===== src/rtl/bks_iter_mult_if.sv =====
`default_nettype none
// ============================================================================
// Module   : bks_iter_mult_if
// Brief    : Operand/result handshake bundle for the iterative carry-less
//            Karatsuba multiplier.
// Revision : 1.0
// ============================================================================
interface bks_iter_mult_if #(
  parameter int W = 16
);
  logic           in_valid;
  logic           in_ready;
  logic [W-1:0]   in_a;
  logic [W-1:0]   in_b;
  logic           out_valid;
  logic           out_ready;
  logic [2*W-2:0] out_p;
  logic           busy;

  modport master (
    output in_valid, in_a, in_b, out_ready,
    input  in_ready, out_valid, out_p, busy
  );

  modport slave (
    input  in_valid, in_a, in_b, out_ready,
    output in_ready, out_valid, out_p, busy
  );
endinterface
`default_nettype wire


===== src/rtl/bks_iter_mult.sv =====
`default_nettype none
// ============================================================================
// Module   : bks_iter_mult
// Brief    : Iterative one-level GF(2)[x] Karatsuba multiplier; a single
//            half-width carry-less array is reused for the three sub-products.
// Revision : 1.0
// ============================================================================
module bks_iter_mult #(
  parameter int W = 16
) (
  input  wire logic      clk,
  input  wire logic      rst,
  bks_iter_mult_if.slave bus
);

  localparam int H  = W / 2;
  localparam int PW = 2 * W - 1;

  if ((W % 2) != 0 || W < 4) begin : g_bad_width
    $error("bks_iter_mult: W must be even and >= 4");
  end

  typedef enum logic [2:0] {
    S_IDLE = 3'd0,
    S_LO   = 3'd1,
    S_HI   = 3'd2,
    S_MID  = 3'd3,
    S_DONE = 3'd4
  } state_t;

  state_t          r_state;
  state_t          w_next;

  logic [W-1:0]    r_a;
  logic [W-1:0]    r_b;
  logic [W-2:0]    r_lo;
  logic [W-2:0]    r_hi;
  logic [PW-1:0]   r_p;

  logic [H-1:0]    w_ma;
  logic [H-1:0]    w_mb;
  logic [W-2:0]    w_prod;
  logic [W-2:0]    w_cross;
  logic [PW-1:0]   w_res;
  logic            w_accept;

  assign w_accept = (r_state == S_IDLE) && bus.in_valid;

  always_ff @(posedge clk or posedge rst) begin
    if (rst) begin
      r_state <= S_IDLE;
    end else begin
      r_state <= w_next;
    end
  end

  always_comb begin
    w_next = r_state;
    case (r_state)
      S_IDLE:  if (bus.in_valid) w_next = S_LO;
      S_LO:    w_next = S_HI;
      S_HI:    w_next = S_MID;
      S_MID:   w_next = S_DONE;
      S_DONE:  if (bus.out_ready) w_next = S_IDLE;
      default: w_next = S_IDLE;
    endcase
  end

  // Shared multiplier operands: the MID step folds the halves before multiplying.
  always_comb begin
    w_ma = '0;
    w_mb = '0;
    case (r_state)
      S_LO: begin
        w_ma = r_a[H-1:0];
        w_mb = r_b[H-1:0];
      end
      S_HI: begin
        w_ma = r_a[W-1:H];
        w_mb = r_b[W-1:H];
      end
      S_MID: begin
        w_ma = r_a[H-1:0] ^ r_a[W-1:H];
        w_mb = r_b[H-1:0] ^ r_b[W-1:H];
      end
      default: begin
        w_ma = '0;
        w_mb = '0;
      end
    endcase
  end

  always_comb begin
    w_prod = '0;
    for (int i = 0; i < H; i++) begin
      if (w_mb[i]) begin
        w_prod = w_prod ^ ({{(H-1){1'b0}}, w_ma} << i);
      end
    end
  end

  // Karatsuba recombination; the XOR of all three products is the cross term.
  assign w_cross = r_lo ^ r_hi ^ w_prod;
  assign w_res   = {{W{1'b0}}, r_lo}
                 ^ ({{W{1'b0}}, w_cross} << H)
                 ^ ({{W{1'b0}}, r_hi} << W);

  always_ff @(posedge clk or posedge rst) begin
    if (rst) begin
      r_a  <= '0;
      r_b  <= '0;
      r_lo <= '0;
      r_hi <= '0;
      r_p  <= '0;
    end else begin
      if (w_accept) begin
        r_a <= bus.in_a;
        r_b <= bus.in_b;
      end
      if (r_state == S_LO) begin
        r_lo <= w_prod;
      end
      if (r_state == S_HI) begin
        r_hi <= w_prod;
      end
      if (r_state == S_MID) begin
        r_p <= w_res;
      end
    end
  end

  assign bus.in_ready  = (r_state == S_IDLE);
  assign bus.busy      = (r_state != S_IDLE);
  assign bus.out_valid = (r_state == S_DONE);
  assign bus.out_p     = r_p;

endmodule
`default_nettype wire


===== src/flat_wrapper.sv =====
// flat-port wrapper written by rule: the top's interface ports become plain ports
module bks_iter_mult_flat 
#(
  parameter int W = 16
)
  (clk, rst, bus_in_valid, bus_in_a, bus_in_b, bus_out_ready, bus_in_ready, bus_out_valid, bus_out_p, bus_busy);
  bks_iter_mult_if #(.W(W)) bus_i ();
  input  wire logic clk;
  input  wire logic rst;
  input wire logic [$bits(bus_i.in_valid)-1:0] bus_in_valid;
  input wire logic [$bits(bus_i.in_a)-1:0] bus_in_a;
  input wire logic [$bits(bus_i.in_b)-1:0] bus_in_b;
  input wire logic [$bits(bus_i.out_ready)-1:0] bus_out_ready;
  output wire logic [$bits(bus_i.in_ready)-1:0] bus_in_ready;
  output wire logic [$bits(bus_i.out_valid)-1:0] bus_out_valid;
  output wire logic [$bits(bus_i.out_p)-1:0] bus_out_p;
  output wire logic [$bits(bus_i.busy)-1:0] bus_busy;
  assign bus_i.in_valid = bus_in_valid;
  assign bus_i.in_a = bus_in_a;
  assign bus_i.in_b = bus_in_b;
  assign bus_i.out_ready = bus_out_ready;
  assign bus_in_ready = bus_i.in_ready;
  assign bus_out_valid = bus_i.out_valid;
  assign bus_out_p = bus_i.out_p;
  assign bus_busy = bus_i.busy;
  bks_iter_mult #(.W(W)) u_core (.clk(clk), .rst(rst), .bus(bus_i));
endmodule

===== config.mk =====
export PLATFORM = sky130hd
export DESIGN_NAME = bks_iter_mult_flat
export DESIGN_NICKNAME = d
export VERILOG_FILES = /design/src/rtl/bks_iter_mult_if.sv /design/src/rtl/bks_iter_mult.sv /design/src/flat_wrapper.sv
export SDC_FILE = /design/constraint.sdc
export NUM_CORES = 1
export LEC_CHECK = 0
export BUFFER_PORTS_ARGS = -buffer_cell sky130_fd_sc_hd__buf_2
export CORE_ASPECT_RATIO = 2
export CORE_UTILIZATION = 55
export CTS_CLUSTER_DIAMETER = 80
export DETAILED_ROUTE_END_ITERATION = 10
export PLACE_DENSITY = 0.85
export SLEW_MARGIN = 25
export SYNTH_ARGS = -nofsm -noshare
export SYNTH_HDL_FRONTEND = slang
export SYNTH_SLANG_ARGS = --single-unit

===== constraint.sdc =====
create_clock -name clk -period 3.19 [get_ports clk]
set_input_delay 0.319 -clock clk [delete_from_list [all_inputs] [get_ports clk]]
set_output_delay 0.319 -clock clk [all_outputs]
set_load 0.01 [all_outputs]

* After elaboration in Yosys (flattened, before gate mapping) *
Index checks and enable logic that the tools add are counted.

storage, ports and cells
  logic and storage cells = 42
  register bits = 96
  bits of input ports = 36

operators by class
  reduce and logical (&&, ||, !) cells = 4
  bitwise operators = 13
  mux-type cells = 13
  equal/unequal tests = 6

operators by type and width
  kind                number
  $mux 15             7
  $pmux 8 s3          2
  $xor 15x15->15      3
  $xor 31x31->31      1
  $xor 15x23->23      1
  $xor 8x8->8         2
  $pmux 3 s5          1
  $xor 15x10->15      1
  $xor 15x11->15      1
  $xor 15x12->15      1
  $xor 15x13->15      1
  $xor 15x14->15      1
  $xor 8x9->9         1
  $mux 8              1
  $eq 3x2->1 const B  2
  $mux 3              2
  $ne 2x2->1 const B  2
  $eq 3x1->1 const B  1
  $eq 3x3->1 const B  1
  $logic_not 3->1     1
  $reduce_bool 3->1   1
  $reduce_and 2->1    1
  $logic_and 1x1->1   1

* Logic depth before layout (Yosys ltp) *
Gate-level depths: netlist of run 1.

  depth after elaboration = 20
  depth in mapped cells = 9
  mapped depth without buffers = 7

* Worst setup path after synthesis of run 1 *
Ideal clock, no wire load.

  path kind = reg-to-reg
  start point = register u_core.r_state[0]
  end point = register u_core.r_p[15] (netlist: u_core.bus.out_p[15])
  setup slack = 0.965 ns
  stages on the path, launching flop included = 10
  arrival time = 2.100 ns
  data required time = 3.065 ns
  cells stage by stage = dfrtp_1 > buf_6 > buf_6 > nand2_2 > xor2_2 > nand3_1 > xnor2_1 > xnor2_2 > xnor3_1 > mux2_2

on the way
  cells in the longest elaborated chain, start to end = 20

RTL lines
  what                                line                                       RTL
  start: declaration                  bks_iter_mult.sv:31                        state_t r_state;
  start signal: assignment            bks_iter_mult.sv:53                        r_state <= w_next;
  $eq 3x2->1 (tied with other cells)  bks_iter_mult.sv:73, bks_iter_mult.sv:126
  $pmux 8 s3                          bks_iter_mult.sv:73                        case (r_state)
  $mux 8                              bks_iter_mult.sv:96                        if (w_mb[i]) begin
  $xor 8x9->9                         bks_iter_mult.sv:97                        w_prod = w_prod ^ ({{(H-1){1'b0}}, w_ma} << i);
  $mux 15                             bks_iter_mult.sv:96
  $xor 15x10->15                      bks_iter_mult.sv:97
  $mux 15                             bks_iter_mult.sv:96
  $xor 15x11->15                      bks_iter_mult.sv:97
  [4 not listed]                      -
  $mux 15                             bks_iter_mult.sv:96
  $xor 15x14->15                      bks_iter_mult.sv:97
  $mux 15                             bks_iter_mult.sv:96
  $xor 15x15->15                      bks_iter_mult.sv:97
  $mux 15                             bks_iter_mult.sv:96
  $xor 15x15->15                      bks_iter_mult.sv:103                       assign w_cross = r_lo ^ r_hi ^ w_prod;
  $xor 15x23->23                      bks_iter_mult.sv:105                       ^ ({{W{1'b0}}, w_cross} << H)
  $xor 31x31->31                      bks_iter_mult.sv:106                       ^ ({{W{1'b0}}, r_hi} << W);
  end signal: assignment              bks_iter_mult.sv:127                       r_p <= w_res;
  end: declaration                    bks_iter_mult.sv:38                        logic [PW-1:0] r_p;

Several ways; a longest one is shown, not always the timed one.
A chain may end at the register's enable or synchronous reset.

* Final worst setup path of run 1 *
  start point = register u_core.r_state[0]
  end point = register u_core.r_p[16] (netlist: u_core.bus.out_p[16])

on the way
  cells in the longest elaborated chain, start to end = 19

RTL lines
  what                                line
  $eq 3x2->1 (tied with other cells)  bks_iter_mult.sv:73, bks_iter_mult.sv:126
  $pmux 8 s3                          bks_iter_mult.sv:73
  $xor 8x9->9                         bks_iter_mult.sv:97
  $mux 15                             bks_iter_mult.sv:96
  $xor 15x10->15                      bks_iter_mult.sv:97
  $mux 15                             bks_iter_mult.sv:96
  $xor 15x11->15                      bks_iter_mult.sv:97
  $mux 15                             bks_iter_mult.sv:96
  [3 not listed]                      -
  $mux 15                             bks_iter_mult.sv:96
  $xor 15x14->15                      bks_iter_mult.sv:97
  $mux 15                             bks_iter_mult.sv:96
  $xor 15x15->15                      bks_iter_mult.sv:97
  $mux 15                             bks_iter_mult.sv:96
  $xor 15x15->15                      bks_iter_mult.sv:103
  $xor 15x23->23                      bks_iter_mult.sv:105
  $xor 31x31->31                      bks_iter_mult.sv:106

Several ways; a longest one is shown, not always the timed one.

==> results of run 1 <==
## synth_stat cells
library cell	count
and2_1	9
buf_2	6
buf_6	4
clkbuf_1	15
dfrtp_1	96
inv_1	4
mux2_1	2
mux2_2	47
nand2_1	75
nand2_2	10
nand3_1	55
nand3_2	2
nand3b_1	1
nor2_1	2
o21a_1	1
o21ai_0	41
o21ai_1	4
or3_1	2
xnor2_1	54
xnor2_2	3
xnor3_1	9
xor2_1	14
xor2_2	14
xor2_4	1
## worst reg2reg max path: cells and delay by family, from the launching register on
kind	cells	cell delay, ps
flops	1	850
compound gates	1	70
simple gates	2	350
xor+xnor	4	1480
## metrics by stage
stage | instance area [µm²] | hold WS [ps] | worst slack (ps) | power (mW) | utilization
finish | 5990 | 169 | 315 | 8.17 | 0.660
floorplan | 5160 | 426 | 366 | 5.93 | -
detailed placement | 5660 | 333 | 342 | 7.06 | 0.624
global placement | 5660 | 323 | 387 | 6.93 | 0.624
global route | 5990 | 191 | 149 | 8.75 | 0.660
CTS | 5990 | 159 | 311 | 8.24 | 0.660
## state kept, by name, summed over array words and instances, names as in the netlist
register,flops
u_core.r_hi,15
u_core.r_a,16
u_core.bus.out_p,31
u_core.r_state,3
u_core.r_lo,15
u_core.r_b,16
## where the power goes
group	internal [mW]	total [mW]	leakage [nW]	switching [mW]
Combinational	2.37	4.85	1.37	2.48
Sequential	1.78	2.17	1.21	0.390
Clock	0.692	1.15	0.155	0.457
Total	4.84	8.17	2.73	3.33
## cell families after synthesis
logic type / count (synthesis)
AO/OA/AOI/OAI: 46
flip-flops: 96
multiplexers: 49
AND/OR/NAND/NOR: 156
buffers and inverters: 29
XOR/XNOR: 95
## path summary, 6_finish.rpt
kind | from | endpoint | slack (ps) | depth (start not counted)
worst max register to register | u_core.r_state[0] | u_core.bus.out_p[16] | 310 | 7
worst min register to register | u_core.bus.out_p[17] | u_core.bus.out_p[17] | 470 | 2
worst max-delay path | u_core.r_state[0] | u_core.bus.out_p[16] | 310 | 7
min in group asynchronous | rst | u_core.bus.out_p[7] | 510 | 3
max in group asynchronous | rst | u_core.bus.out_p[9] | 1890 | 4
worst min-delay path | bus_out_ready | u_core.r_state[2] | 170 | 2
## per-layer routing
layer / track usage / part of all wire / vias up
li1: - / - / 1709
met1: 0.240 / 0.38 / 1732
met5: 0 / 0 / -
met3: 0.0378 / 0.025 / 23
met4: 0.118 / 0.036 / 0
met2: 0.424 / 0.56 / 77
## cell type report
| type | count | area (µm²) | share of cell area |
|---|---|---|---|
| clock inverters | 6 | 92.6 | 0.0155 |
| well taps | 102 | 128 | 0.0213 |
| flip-flops and latches | 96 | 2400 | 0.401 |
| clock buffers | 10 | 229 | 0.0382 |
| inverters | 4 | 16.3 | 0.00272 |
| multi-input cells | 346 | 2610 | 0.436 |
| repair buffers | 91 | 513 | 0.0856 |
## cell usage in the layout (no fill, tap or decap)
master and instances:
o21a_1 1, xnor2_2 3, o21ai_0 41, clkbuf_1 1, clkinvlp_4 1, xor2_2 14
dlygate4sd3_1 1, nand2_2 10, and2_1 9, buf_2 69, clkinv_2 2, nand2_1 75
bufinv_16 2, xnor2_1 54, mux2_2 47, clkbuf_16 9, nand3_1 55, nand3_2 2
inv_8 1, nand3b_1 1, mux2_1 2, nor2_1 2, xor2_1 14, clkinv_4 1
or3_1 2, xnor3_1 9, o21ai_1 4, buf_4 21, xor2_4 1, dfrtp_1 96
inv_1 3
==> impl_metrics.csv, run 1 <==
group,metric,value,unit
status,status,"finished with violations",
clocking,htree_levels,3,
timing,skew,9.36,ps
clocking,hold_buffers,1,
logic_synthesis,synth.avg_cell_area,11.0,µm²
timing,rsz0062_at_grt,"no",
logic_synthesis,synth.area.mux_share,0.107,
logic_synthesis,synth_area_leaders,"dfrtp_1 47%, mux2_2 10%, xnor2_1 9.2%",
global_route,grt_pass1_vias,3662,
clocking,clk_latency,350,ps
placement,port_buffers,69,
global_route,grt_max_degree,47,
cells_and_area,fill_cells,740,
timing,setup_viol,0,
global_route,grt_pass1_wl,17300,µm
routing,drtIter0Drc,193,
setup_path,cpMaxStageDelayCell,"dfrtp_1",
routing,vias,3541,
pwr,power_leakage,2.73,nW
cells_and_area,area_growth,16.1,%
timing,clock.fmax,348,MHz
logic_synthesis,yosysWarnings,0,
timing,final.period_utilization,0.901,
global_route,grt_overflow_total,0,
die,coreArea,9070,µm²
status,violations,"design-rule violations",
logic_synthesis,synth-simple-area-share,0.140,
die,start_util,0.569,
logic_synthesis,ys_seq_area_frac,0.466,
setup_path,critical-path-top-delay-family,"XOR/XNOR gates",
logic_synthesis,syn_nets,507,
cells_and_area,diodes,0,
placement,hpwl,7770,µm
placement,gp_congestion,0.865,
timing,setup_tns,0,ps
routing,drtPass1Iterations,9,
routing,wl,10100,µm
logic_synthesis,synth_area,5160,µm²
setup_path,critPathRequiredTime,3410,ps
die,die_area,9790,µm²
logic_synthesis,ys_ff_latch,96,
routing,viasPerCell,5.41,
timing,slew_headroom,0.386,
setup_path,worstPathArrival,3090,ps
clocking,cts_sinks,96,
routing,ant_nets,0,
timing,timing.final.hold_violations,0,
timing,slew_viol_final,0,
clocking,cts_setup_buffers,0,
clocking,cts_resized,0,
clocking,cts_tree,"done",
logic_synthesis,synthXorXnorAreaFrac,0.214,
clocking,cts.path.max_buffers,2,
timing,fin_crit,2880,ps
routing,wl_per_cell,15.4,µm
placement,dp_cells,638,
logic_synthesis,synthAdderAreaFrac,0,
setup_path,start_kind,"flop",
hold_path,hold_path_class,"in2reg",
timing,tightest_slew,919,ps
cells_and_area,instances_no_fill,655,
logic_synthesis,synth_top_family_by_area,"XOR/XNOR gates",
global_route,grtUsageTotal,0.228,
pwr,power.density,1360,nW/µm²
clocking,clock_tree.root_cell,"clkbuf_16",
logic_synthesis,yosysTopAreaCellShare,0.466,
setup_path,endpoint_kind,"flop",
setup_path,crit_chain,"nand2_1 > xor2_2 > nand3_1 > xnor3_1 > xnor3_1 > xnor2_1 > o21ai_1",
clocking,cts_buffers,9,
routing,drc,8,
die,die_w,70.5,µm
global_route,grt_antenna_before_repair,0,
run,maxCapViolCount,0,
cells_and_area,layout-drive-gt1-share,0.331,
logic_synthesis,synth_top_area_cell,"dfrtp_1",
pwr,ir_drop,0.942,mV
die,die_h,139,µm
die,io_pins,70,
setup_path,cp_max_fo,22,
die,rows,49,
setup_path,critPathMostFrequentCell,"xnor3_1",
setup_path,criticalPathCategory,"reg2reg",
setup_path,path_buf_inv,0,
clocking,clkTransAtPathRegs,70,ps
logic_synthesis,synth-compound-area-share,0.0451,
setup_path,slowest_delay,850,ps
cells_and_area,nNetsFinal,584,
logic_synthesis,synth.distinct_cells,24,
logic_synthesis,synth_cells,471,
No activity file was read; power rests on OpenSTA's default activity.
==> run 2: changes to the inputs <==
- CELL_PAD_IN_SITES_DETAIL_PLACEMENT: unset -> 0
- CELL_PAD_IN_SITES_GLOBAL_PLACEMENT: unset -> 2
- CORE_UTILIZATION: 55 -> 38
- PLACE_DENSITY: 0.85 -> 0.92
==> impl_metrics.csv, run 2 (same netlist as run 1, synthesis figures left out) <==
group,metric,value,unit
pwr,p_int,4.78,mW
global_route,grt_pass1_wl,17600,µm
setup_path,reg2reg_from,"u_core.r_state[1]",
timing,fin_crit,2850,ps
clocking,cts_setup_buffers,0,
cells_and_area,final_common_cell,"dfrtp_1",
timing,setup_tns,0,ps
clocking,cts.path.max_buffers,2,
pwr,switchingPower,3.30,mW
global_route,grt_max_degree,68,
routing,drtPass1Iterations,7,
routing,viasPerCell,4.87,
placement,hpwl,7900,µm
cells_and_area,largest_reg_flops,31,
timing,final.period_utilization,0.892,
pwr,ir_drop,0.550,mV
routing,wl,10500,µm
pwr,seq_power_share,0.268,
timing,timing.final.hold_violations,0,
cells_and_area,area_growth,16.6,%
placement,postPlaceCellArea,5710,µm²
pwr,power_leakage,2.71,nW
setup_path,worstPathArrival,3070,ps
cells_and_area,layout-drive-gt1-share,0.326,
setup_path,start_kind,"flop",
cells_and_area,diodes,0,
pwr,combPwrFrac,0.597,
clocking,clk_latency,340,ps
setup_path,cp_max_fo,23,
die,coreArea,13100,µm²
timing,tightest_slew,846,ps
setup_path,rr_worst_depth,7,
clocking,cts_resized,0,
setup_path,reg2reg_to,"u_core.bus.out_p[15]",
pwr,power.density,1340,nW/µm²
clocking,hold_buffers,0,
run,maxCapViolCount,0,
die,die_area,14100,µm²
setup_path,critPathRequiredTime,3410,ps
global_route,grtUsageTotal,0.163,
timing,clock.fmax,351,MHz
cells_and_area,fill_cells,1302,
setup_path,endpoint_kind,"flop",
die,die_h,167,µm
die,io_pins,70,
cells_and_area,nNetsFinal,577,
cells_and_area,layout_common_cells,"96 x dfrtp_1, 75 x nand2_1, 69 x buf_2",
routing,drc,7,
cells_and_area,post-route-util,0.458,
clocking,cts_buffers,9,
setup_path,reg2reg_slack,340,ps
pwr,clkPwrFrac,0.135,
hold_path,hold_path_class,"in2async",
timing,slew_viol_final,0,
clocking,htree_levels,3,
clocking,clkTransAtPathRegs,70,ps
routing,ant_nets,0,
global_route,grt_pass1_vias,3494,
timing,slew_headroom,0.436,
cells_and_area,fin_area,6010,µm²
placement,port_buffers,69,
routing,drtIter0Drc,135,
die,start_util,0.393,
global_route,grt_overflow_total,0,
timing,skew,9.82,ps
routing,wl_per_cell,15.0,µm
die,die_w,84.4,µm
die,rows,59,
routing,vias,3397,
timing,rsz0062_at_grt,"no",
setup_path,criticalPathCategory,"reg2reg",
clocking,cts_sinks,96,
pwr,power,8.08,mW
clocking,cts_tree,"done",
clocking,clock_tree.root_cell,"clkbuf_16",
global_route,grt_antenna_before_repair,0,
status,violations,"design-rule violations",
placement,gp_congestion,0.802,
pwr,switching_share,0.408,
status,status,"finished with violations",
timing,setup_viol,0,
## run 2: cell types whose count changed in the layout (fill, tap and decap cells not counted), sizes merged
cell / delta
clkbuf: +2
buf: -6
dlygate4sd3: -1
bufinv: -1
clkinv: -1
## run 2: worst max-delay path by stage
stage	from	end	depth (start not counted)
4_1_cts	u_core.r_state[1]	u_core.bus.out_p[15]	7
3_3_place_gp	u_core.r_state[1]	u_core.bus.out_p[15]	7
5_1_grt	u_core.r_state[1]	u_core.bus.out_p[14]	7
2_1_floorplan	rst	u_core.bus.out_p[0]	1
3_5_place_dp	u_core.r_state[1]	u_core.bus.out_p[15]	7
6_report	u_core.r_state[1]	u_core.bus.out_p[15]	7
## run 2: power groups by stage
stage	clock (mW)	combinational, mW	sequential (mW)
final	1.09	4.82	2.16
after detailed placement	0	4.89	2.20
after floorplan	0	3.79	2.14
after global routing	1.18	5.30	2.25
after global placement	0	4.80	2.18
after CTS	1.12	4.91	2.18
## run 2: cell type report
type | instances | area, µm² | area share
sequential | 96 | 2400 | 0.399
clock buffer | 12 | 256 | 0.0426
multi-input combinational | 346 | 2620 | 0.435
inverter | 4 | 16.3 | 0.00270
clock inverter | 4 | 51.3 | 0.00853
timing repair buffer | 84 | 483 | 0.0803
tap | 152 | 190 | 0.0316
## run 2: worst max-delay path, cell delays in order (launching register included)
cell,delay [ps]
dfrtp_1,860
nand2_1,190
xor2_2,460
nand3_1,160
xnor2_1,280
xnor2_2,170
xnor3_1,330
mux2_2,260
## run 2: layer usage
| layer | track usage | vias to the layer above | wire length (µm) | part of all wire |
|---|---|---|---|---|
| met5 | 0 | - | 0 | 0 |
| met4 | 0.0892 | 0 | 328 | 0.031 |
| met3 | 0.0243 | 15 | 258 | 0.025 |
| met2 | 0.304 | 59 | 5880 | 0.56 |
| met1 | 0.174 | 1626 | 3990 | 0.38 |
| li1 | - | 1697 | - | - |
## run 2: stage by stage
step | worst slack (ps) | hold slack [ps] | std cells
after CTS | 305 | 136 | 698
after floorplan | 366 | 426 | 471
after global routing | 144 | 170 | 698
final | 344 | 101 | 698
after global placement | 374 | 460 | 682
after detailed placement | 320 | 467 | 682
